`src/rtl/fns_seq_decoder.sv`:
```
// Serial Fibonacci-numeral-system decoder: accepts one CW-bit codeword, walks it MSB first
// (one bit per cycle) accumulating weights, and presents the binary value with a range flag.
module fns_seq_decoder #(
    parameter int unsigned CW     = 8,   // codeword width, 3..16
    parameter int unsigned DW     = 6,   // 2**DW must exceed the sum of all weights
    parameter int unsigned MAXVAL = 54   // largest value decoded without range_err
) (
    input  logic          clock,
    input  logic          reset,
    input  logic [CW-1:0] codein,
    input  logic          in_valid,
    output logic          in_ready,
    output logic [DW-1:0] dataout,
    output logic          out_valid,
    input  logic          out_ready,
    output logic          range_err,
    output logic          busy
);

    // W(0)=W(1)=1, W(i)=W(i-1)+W(i-2), evaluated at elaboration time.
    function automatic int unsigned fib_weight(input int unsigned idx);
        int unsigned a;
        int unsigned b;
        int unsigned t;
        a = 1;
        b = 1;
        for (int unsigned i = 2; i <= idx; i++) begin
            t = a + b;
            a = b;
            b = t;
        end
        return b;
    endfunction

    localparam int unsigned     CntW    = $clog2(CW);
    localparam logic [DW-1:0]   WHi     = DW'(fib_weight(CW - 1));
    localparam logic [DW-1:0]   WLo     = DW'(fib_weight(CW - 2));
    localparam logic [CntW-1:0] LastCnt = CntW'(CW - 1);

    typedef enum logic [1:0] {
        StIdle = 2'd0,
        StAcc  = 2'd1,
        StDone = 2'd2
    } state_e;

    state_e          state_q, state_d;
    logic [CW-1:0]   shreg_q, shreg_d;
    logic [DW-1:0]   acc_q, acc_d;
    logic [DW-1:0]   hi_q, hi_d;
    logic [DW-1:0]   lo_q, lo_d;
    logic [CntW-1:0] cnt_q, cnt_d;
    logic [DW-1:0]   dataout_q, dataout_d;
    logic            range_err_q, range_err_d;
    logic            out_valid_q, out_valid_d;
    logic            in_ready_q, in_ready_d;
    logic            busy_q, busy_d;

    logic [DW-1:0]   sum;

    // Running sum including the bit currently at the MSB of the shift register.
    assign sum = acc_q + (shreg_q[CW-1] ? hi_q : '0);

    always_comb begin
        state_d     = state_q;
        shreg_d     = shreg_q;
        acc_d       = acc_q;
        hi_d        = hi_q;
        lo_d        = lo_q;
        cnt_d       = cnt_q;
        dataout_d   = dataout_q;
        range_err_d = range_err_q;
        out_valid_d = out_valid_q;
        in_ready_d  = in_ready_q;
        busy_d      = busy_q;

        unique case (state_q)
            StIdle: begin
                if (in_valid) begin
                    shreg_d    = codein;
                    acc_d      = '0;
                    hi_d       = WHi;
                    lo_d       = WLo;
                    cnt_d      = '0;
                    in_ready_d = 1'b0;
                    busy_d     = 1'b1;
                    state_d    = StAcc;
                end
            end
            StAcc: begin
                acc_d   = sum;
                shreg_d = shreg_q << 1;
                cnt_d   = cnt_q + CntW'(1);
                if (cnt_q == LastCnt) begin
                    dataout_d   = sum;
                    range_err_d = (32'(sum) > MAXVAL);
                    out_valid_d = 1'b1;
                    busy_d      = 1'b0;
                    state_d     = StDone;
                end else begin
                    // Weight pair steps down the Fibonacci ladder; frozen on the last bit.
                    hi_d = lo_q;
                    lo_d = hi_q - lo_q;
                end
            end
            StDone: begin
                if (out_ready) begin
                    out_valid_d = 1'b0;
                    in_ready_d  = 1'b1;
                    state_d     = StIdle;
                end
            end
            default: begin
                out_valid_d = 1'b0;
                in_ready_d  = 1'b1;
                busy_d      = 1'b0;
                state_d     = StIdle;
            end
        endcase
    end

    always_ff @(posedge clock) begin
        if (reset) begin
            state_q     <= StIdle;
            shreg_q     <= '0;
            acc_q       <= '0;
            hi_q        <= '0;
            lo_q        <= '0;
            cnt_q       <= '0;
            dataout_q   <= '0;
            range_err_q <= 1'b0;
            out_valid_q <= 1'b0;
            in_ready_q  <= 1'b1;
            busy_q      <= 1'b0;
        end else begin
            state_q     <= state_d;
            shreg_q     <= shreg_d;
            acc_q       <= acc_d;
            hi_q        <= hi_d;
            lo_q        <= lo_d;
            cnt_q       <= cnt_d;
            dataout_q   <= dataout_d;
            range_err_q <= range_err_d;
            out_valid_q <= out_valid_d;
            in_ready_q  <= in_ready_d;
            busy_q      <= busy_d;
        end
    end

    assign in_ready  = in_ready_q;
    assign dataout   = dataout_q;
    assign out_valid = out_valid_q;
    assign range_err = range_err_q;
    assign busy      = busy_q;

endmodule

```
`config.mk`:
```
export PLATFORM = sky130hd
export DESIGN_NAME = fns_seq_decoder
export DESIGN_NICKNAME = d
export VERILOG_FILES = /design/src/rtl/fns_seq_decoder.sv
export SDC_FILE = /design/constraint.sdc
export NUM_CORES = 1
export LEC_CHECK = 0
export ABC_AREA = 1
export CORE_ASPECT_RATIO = 1.1
export CORE_MARGIN = 4
export CORE_UTILIZATION = 55
export CTS_BUF_LIST = sky130_fd_sc_hd__clkbuf_2
export DETAILED_ROUTE_END_ITERATION = 8
export GPL_ROUTABILITY_DRIVEN = 0
export PLACE_DENSITY_LB_ADDON = 0.15
export SETUP_SLACK_MARGIN = 0.15
export SYNTH_ARGS = -nofsm -noshare
export SYNTH_HDL_FRONTEND = slang
export SYNTH_SLANG_ARGS = --single-unit
```
`constraint.sdc`:
```
create_clock -name clock -period 1.78 [get_ports clock]
set_input_delay 0.267 -clock clock [delete_from_list [all_inputs] [get_ports clock]]
set_output_delay 0.267 -clock clock [all_outputs]
set_load 0.01 [all_outputs]
```
### Word-level counts from Yosys, hierarchy flattened

Cells that the tools add are included.

| storage, ports and cells | value |
|---|---|
| register bits after elaboration | 41 |
| bits in latches | 0 |
| bits in writable memories | 0 |
| bits in read-only memories | 0 |
| input bits | 12 |
| output and inout bits | 10 |
| word-level logic and storage cells | 60 |
| memories | 0 |

| operators by class | value |
|---|---|
| add/subtract/negate cells | 3 |
| $mul | 0 |
| divide/modulo/power cells | 0 |
| $lt $le $gt $ge | 1 |
| equal/unequal tests | 7 |
| shifts and indexed selects | 0 |
| muxes and demuxes | 26 |
| bitwise logic cells | 3 |
| reduce and logical (&&, ||, !) cells | 9 |

Operators by type and width:

| kind | count |
|---|---|
| $mux 6 | 6 |
| $pmux 6 s2 | 3 |
| $pmux 8 s2 | 1 |
| $reduce_and 3->1 | 5 |
| $pmux 1 s3 | 3 |
| $mux 8 | 1 |
| $ne 2x2->1 const B | 4 |
| $add 6x6->6 | 1 |
| $gt 6x6->1 const B | 1 |
| $mux 1 | 6 |
| $mux 2 | 3 |
| $pmux 2 s3 | 1 |
| $pmux 3 s2 | 1 |
| $sub 6x6->6 | 1 |
| $reduce_and 2->1 | 2 |
| $add 3x1->3 const B | 1 |
| $eq 3x3->1 const B | 1 |
| $mux 3 | 1 |
| $not 1->1 | 3 |
| $eq 2x1->1 const B | 1 |
| $eq 2x2->1 const B | 1 |
| $logic_not 2->1 | 1 |
| $reduce_bool 2->1 | 1 |

### Logic depth before layout (Yosys ltp)

| logic depth | value |
|---|---|
| word-level depth | 3 |
| depth in mapped cells | 12 |
| mapped depth without buffers | 11 |

### Worst setup path after synthesis

OpenSTA, ideal clock, no wires.

| timing path | value |
|---|---|
| path kind | reg-to-reg |
| start point | register shreg_q[7] |
| end point | register range_err_q, in the netlist range_err |
| setup time | 67 ps |
| arrival time | 1568 ps |
| path slack | 145 ps |
| cell stages (with the launch flop) | 12 |
| path buffers | 0 |
| clock period less this slack | 1635 ps |
| cell sequence | dfxtp_1 -> nand2_1 -> inv_1 -> ha_1 -> fa_1 -> nand3_1 -> nand2_1 -> nand2_1 -> nand3_2 -> nor2_1 -> nand2_1 -> a21oi_2 |

| between the ends | value |
|---|---|
| longest elaborated chain between the ends | 3 |

Ends and longest elaborated chain:

| element | line | text |
|---|---|---|
| start: declaration | 47 | `logic [CW-1:0] shreg_q, shreg_d;` |
| start signal: assignment | 136 | `shreg_q <= shreg_d;` |
| $mux 6 | 61 | `assign sum = acc_q + (shreg_q[CW-1] ? hi_q : '0);` |
| $add 6x6->6 | 61 |  |
| $gt 6x6->1 | 95 | `range_err_d = (32'(sum) > MAXVAL);` |
| end signal: assignment | 142 | `range_err_q <= range_err_d;` |
| end: declaration | 53 | `logic range_err_q, range_err_d;` |

Every way passes these cells.
A chain may end at the register's enable or synchronous reset.

### Worst setup path after layout

| timing path | value |
|---|---|
| start point | register shreg_q[7] |
| end point | register range_err_q, in the netlist range_err |

| between the ends | value |
|---|---|
| longest elaborated chain between the ends | 3 |

Ends and longest elaborated chain:

| element | line | text |
|---|---|---|
| $mux 6 | 61 |  |
| $add 6x6->6 | 61 |  |
| named net sum[1] | 58 | `logic [DW-1:0] sum;` |
| $gt 6x6->1 | 95 |  |

The timed path passes the listed nets, and every way through them passes these cells.

==> results.json <==
{
  "status": "complete, no violations",
  "cap_violations": 0,
  "initialDrtViolationCount": 91,
  "cp.required_ns": 2.16,
  "fin_hold_ws_ns": 0.377,
  "tightestPinTransition_ns": 0.429,
  "reg2reg_slack_ns": 0.1,
  "max_slew_margin_pct": 71.3,
  "final_util_pct": 71.8,
  "rows": 23,
  "critPathMaxFanout": 5,
  "antenna_found_initial": 0,
  "clk_transition_reported_paths_ns": 0.23,
  "leakagePower_nw": 1.23,
  "r2r_cells": 10,
  "overflow": 0,
  "hold_path.class": "primary input to register",
  "ys_ff_latch": 41,
  "die_area_mm2": 0.00487,
  "p_per_area_mw_per_mm2": 699,
  "layout_min_cycle_time_ns": 1.68,
  "worstReg2RegEnd": "range_err",
  "clock-sinks": 41,
  "crit_type": "register to register",
  "yosys_warnings": 0,
  "synth_nets": 306,
  "placed_cells": 347,
  "clock.fmax_ghz": 0.594,
  "wl_mm": 4.58,
  "yosysTopAreaCellShare_pct": 39.1,
  "startpoint": "shreg_q[7]",
  "ios": 22,
  "synth.avg_cell_area_um2": 7.49,
  "n_antenna_cell": 0,
  "rr_startpoint": "shreg_q[7]",
  "netlist_instances": 280,
  "synth_area_mm2": 0.00210,
  "grt_usage_pct": 19.3,
  "cts_htree_levels": 2,
  "synth_async_sr_flop_share_pct": 0,
  "routed_via_density": 5.26,
  "setup_viol": 0,
  "fillers": 281,
  "core-area_mm2": 0.00365,
  "hold_violations": 0,
  "place_hpwl_mm": 3.09,
  "cts_root_buf": "clkbuf_2",
  "area_growth_pct": 25.0,
  "cts_buffer_depth": 2,
  "ys_top_cells_by_area": "dfxtp_1 (39%), nand2_1 (16%), a21oi_1 (7.9%)",
  "holdBufCountCts": 0,
  "route.detailed.drc": 0,
  "synth_ff_type": "dfxtp_1",
  "synth_cell_type_count": 32,
  "yosys.area.top_type": "dfxtp_1",
  "drv_slew": 0,
  "wl_per_cell_um": 12.7,
  "place_ws_ns": 0.0689,
  "portBuffers": 21,
  "yosysMostFrequentCell": "nand2_1",
  "clock_latency_ns": 0.43,
  "grt_pass1_vias": 1722,
  "synth_common_cells": "nand2_1 (87), dfxtp_1 (41), a21oi_1 (33), inv_1 (31)",
  "nets": 337,
  "worstSetupEndpoint": "range_err",
  "grt_max_degree": 27,
  "arrival_ns": 2.06,
  "ys_seq_area_share_pct": 39.1,
  "drtAntennaViolNets": 0,
  "finalClockSkew_ns": 0.0289,
  "endpoint_kind": "register",
  "worst_slack_ns": 0.0965,
  "initial_core_util_pct": 57.4,
  "cts_tree": "built",
  "worstSetupStartpointType": "register",
  "stdcell_count": 362,
  "die_w_um": 66.9,
  "cts_inserted_buffers": 5,
  "finalCritPeriodShare_pct": 94.6,
  "fin_setup_tns_ns": 0,
  "num_vias": 1903,
  "rsz0062_at_grt": "true",
  "synth_edf_count": 0,
  "first_pass_iters": 4,
  "ir_drop_uv": 492,
  "drive_above_1_share_pct": 22.4,
  "die-height_um": 72.8,
  "grt_pass1_wl_mm": 7.31
}
## cell type report
class	count	area, um2	area share [%]
clock inverters	3	17.5	0.668
repair buffers	32	329	12.5
well taps	50	62.6	2.38
inverters	36	151	5.77
multi-input cells	195	1190	45.5
flip-flops and latches	41	843	32.1
clock buffers	5	25.0	0.954
## timing repair
action	4_1_cts	5_1_grt
pin swaps	3	17
setup buffers	3	4
endpoints found under the setup margin	7	22
resized for setup	9	44
## power by group
group | internal, mW | switching, mW
Sequential | 0.975 | 0.0389
Combinational | 0.179 | 0.227
Clock | 0.0928 | 0.322
## cell families after synthesis
logic type	Yosys count	share of synthesized area [%]
xor gates and xnor gates	4	1.67
and+or+nand+nor	116	24.9
adders and majority gates	14	9.06
AOI/OAI and AO/OA	61	15.9
buffers and inverters	44	9.36
DFF	41	39.1
## stage by stage
stage	area, um2	power, mW
3_5_place_dp	2360	1.38
4_1_cts	2460	1.80
3_3_place_gp	2360	1.37
5_1_grt	2620	1.94
6_report	2620	1.83
2_1_floorplan	2100	1.28
## per-layer routing
layer | share of wire, % | vias up | global-route usage, % | routed length, um
li1 | - | 968 | - | -
met1 | 44 | 884 | 23.1 | 2000
met2 | 50 | 42 | 32.8 | 2280
met3 | 4.9 | 9 | 3.85 | 224
met4 | 1.7 | 0 | 9.01 | 78
met5 | 0 | - | 0 | 0
## worst max-delay path, cell delays in order, from the launching register on
cell	delay, ns
dfxtp_4	0.41
nand2_2	0.06
inv_2	0.04
ha_4	0.15
fa_2	0.54
nand2_1	0.06
nor2_1	0.09
nor2_1	0.05
nor2_1	0.08
nand2_1	0.06
a21oi_2	0.10
## registers in the layout, summed over array words and instances (netlist names)
register	flops
shreg_q	8
state_q	2
range_err	1
hi_q	6
lo_q	6
dataout	6
cnt_q	3
in_ready	1
out_valid	1
busy	1
acc_q	6
## cells in the final DEF, fill, tap and decap left out, types with 2 or more instances in the layout
cell             instances
nand2_1                 81
inv_2                    5
dfxtp_1                 25
buf_4                    9
a21oi_1                 30
inv_1                   27
o21ai_0                 12
nor2_1                  10
nand2_4                  3
nand3_2                  2
dlymetal6s2s_1           8
xnor2_1                  3
clkbuf_2                 5
ha_4                     5
a31oi_1                  9
a21oi_2                  4
clkinv_2                 2
fa_2                     2
nand2_2                  5
nor2_4                   2
ha_1                     6
nand3_1                  9
dfxtp_2                 15
clkdlybuf4s50_1         13
o21ai_1                  2
clkinv_4                 2
## worst min-delay path by stage
| stage | startpoint | to | slack (ns) | cells after the start |
|---|---|---|---|---|
| finish | codein[4] | shreg_q[4] | 0.38 | 3 |
| global route | codein[5] | shreg_q[5] | 0.36 | 3 |
| CTS | codein[0] | shreg_q[0] | 0.37 | 3 |
| detailed placement | in_ready | in_ready | 0.44 | 2 |
| global placement | in_ready | in_ready | 0.44 | 2 |
| floorplan | codein[0] | shreg_q[0] | 0.41 | 2 |
No activity file was read; power rests on OpenSTA's default activity.
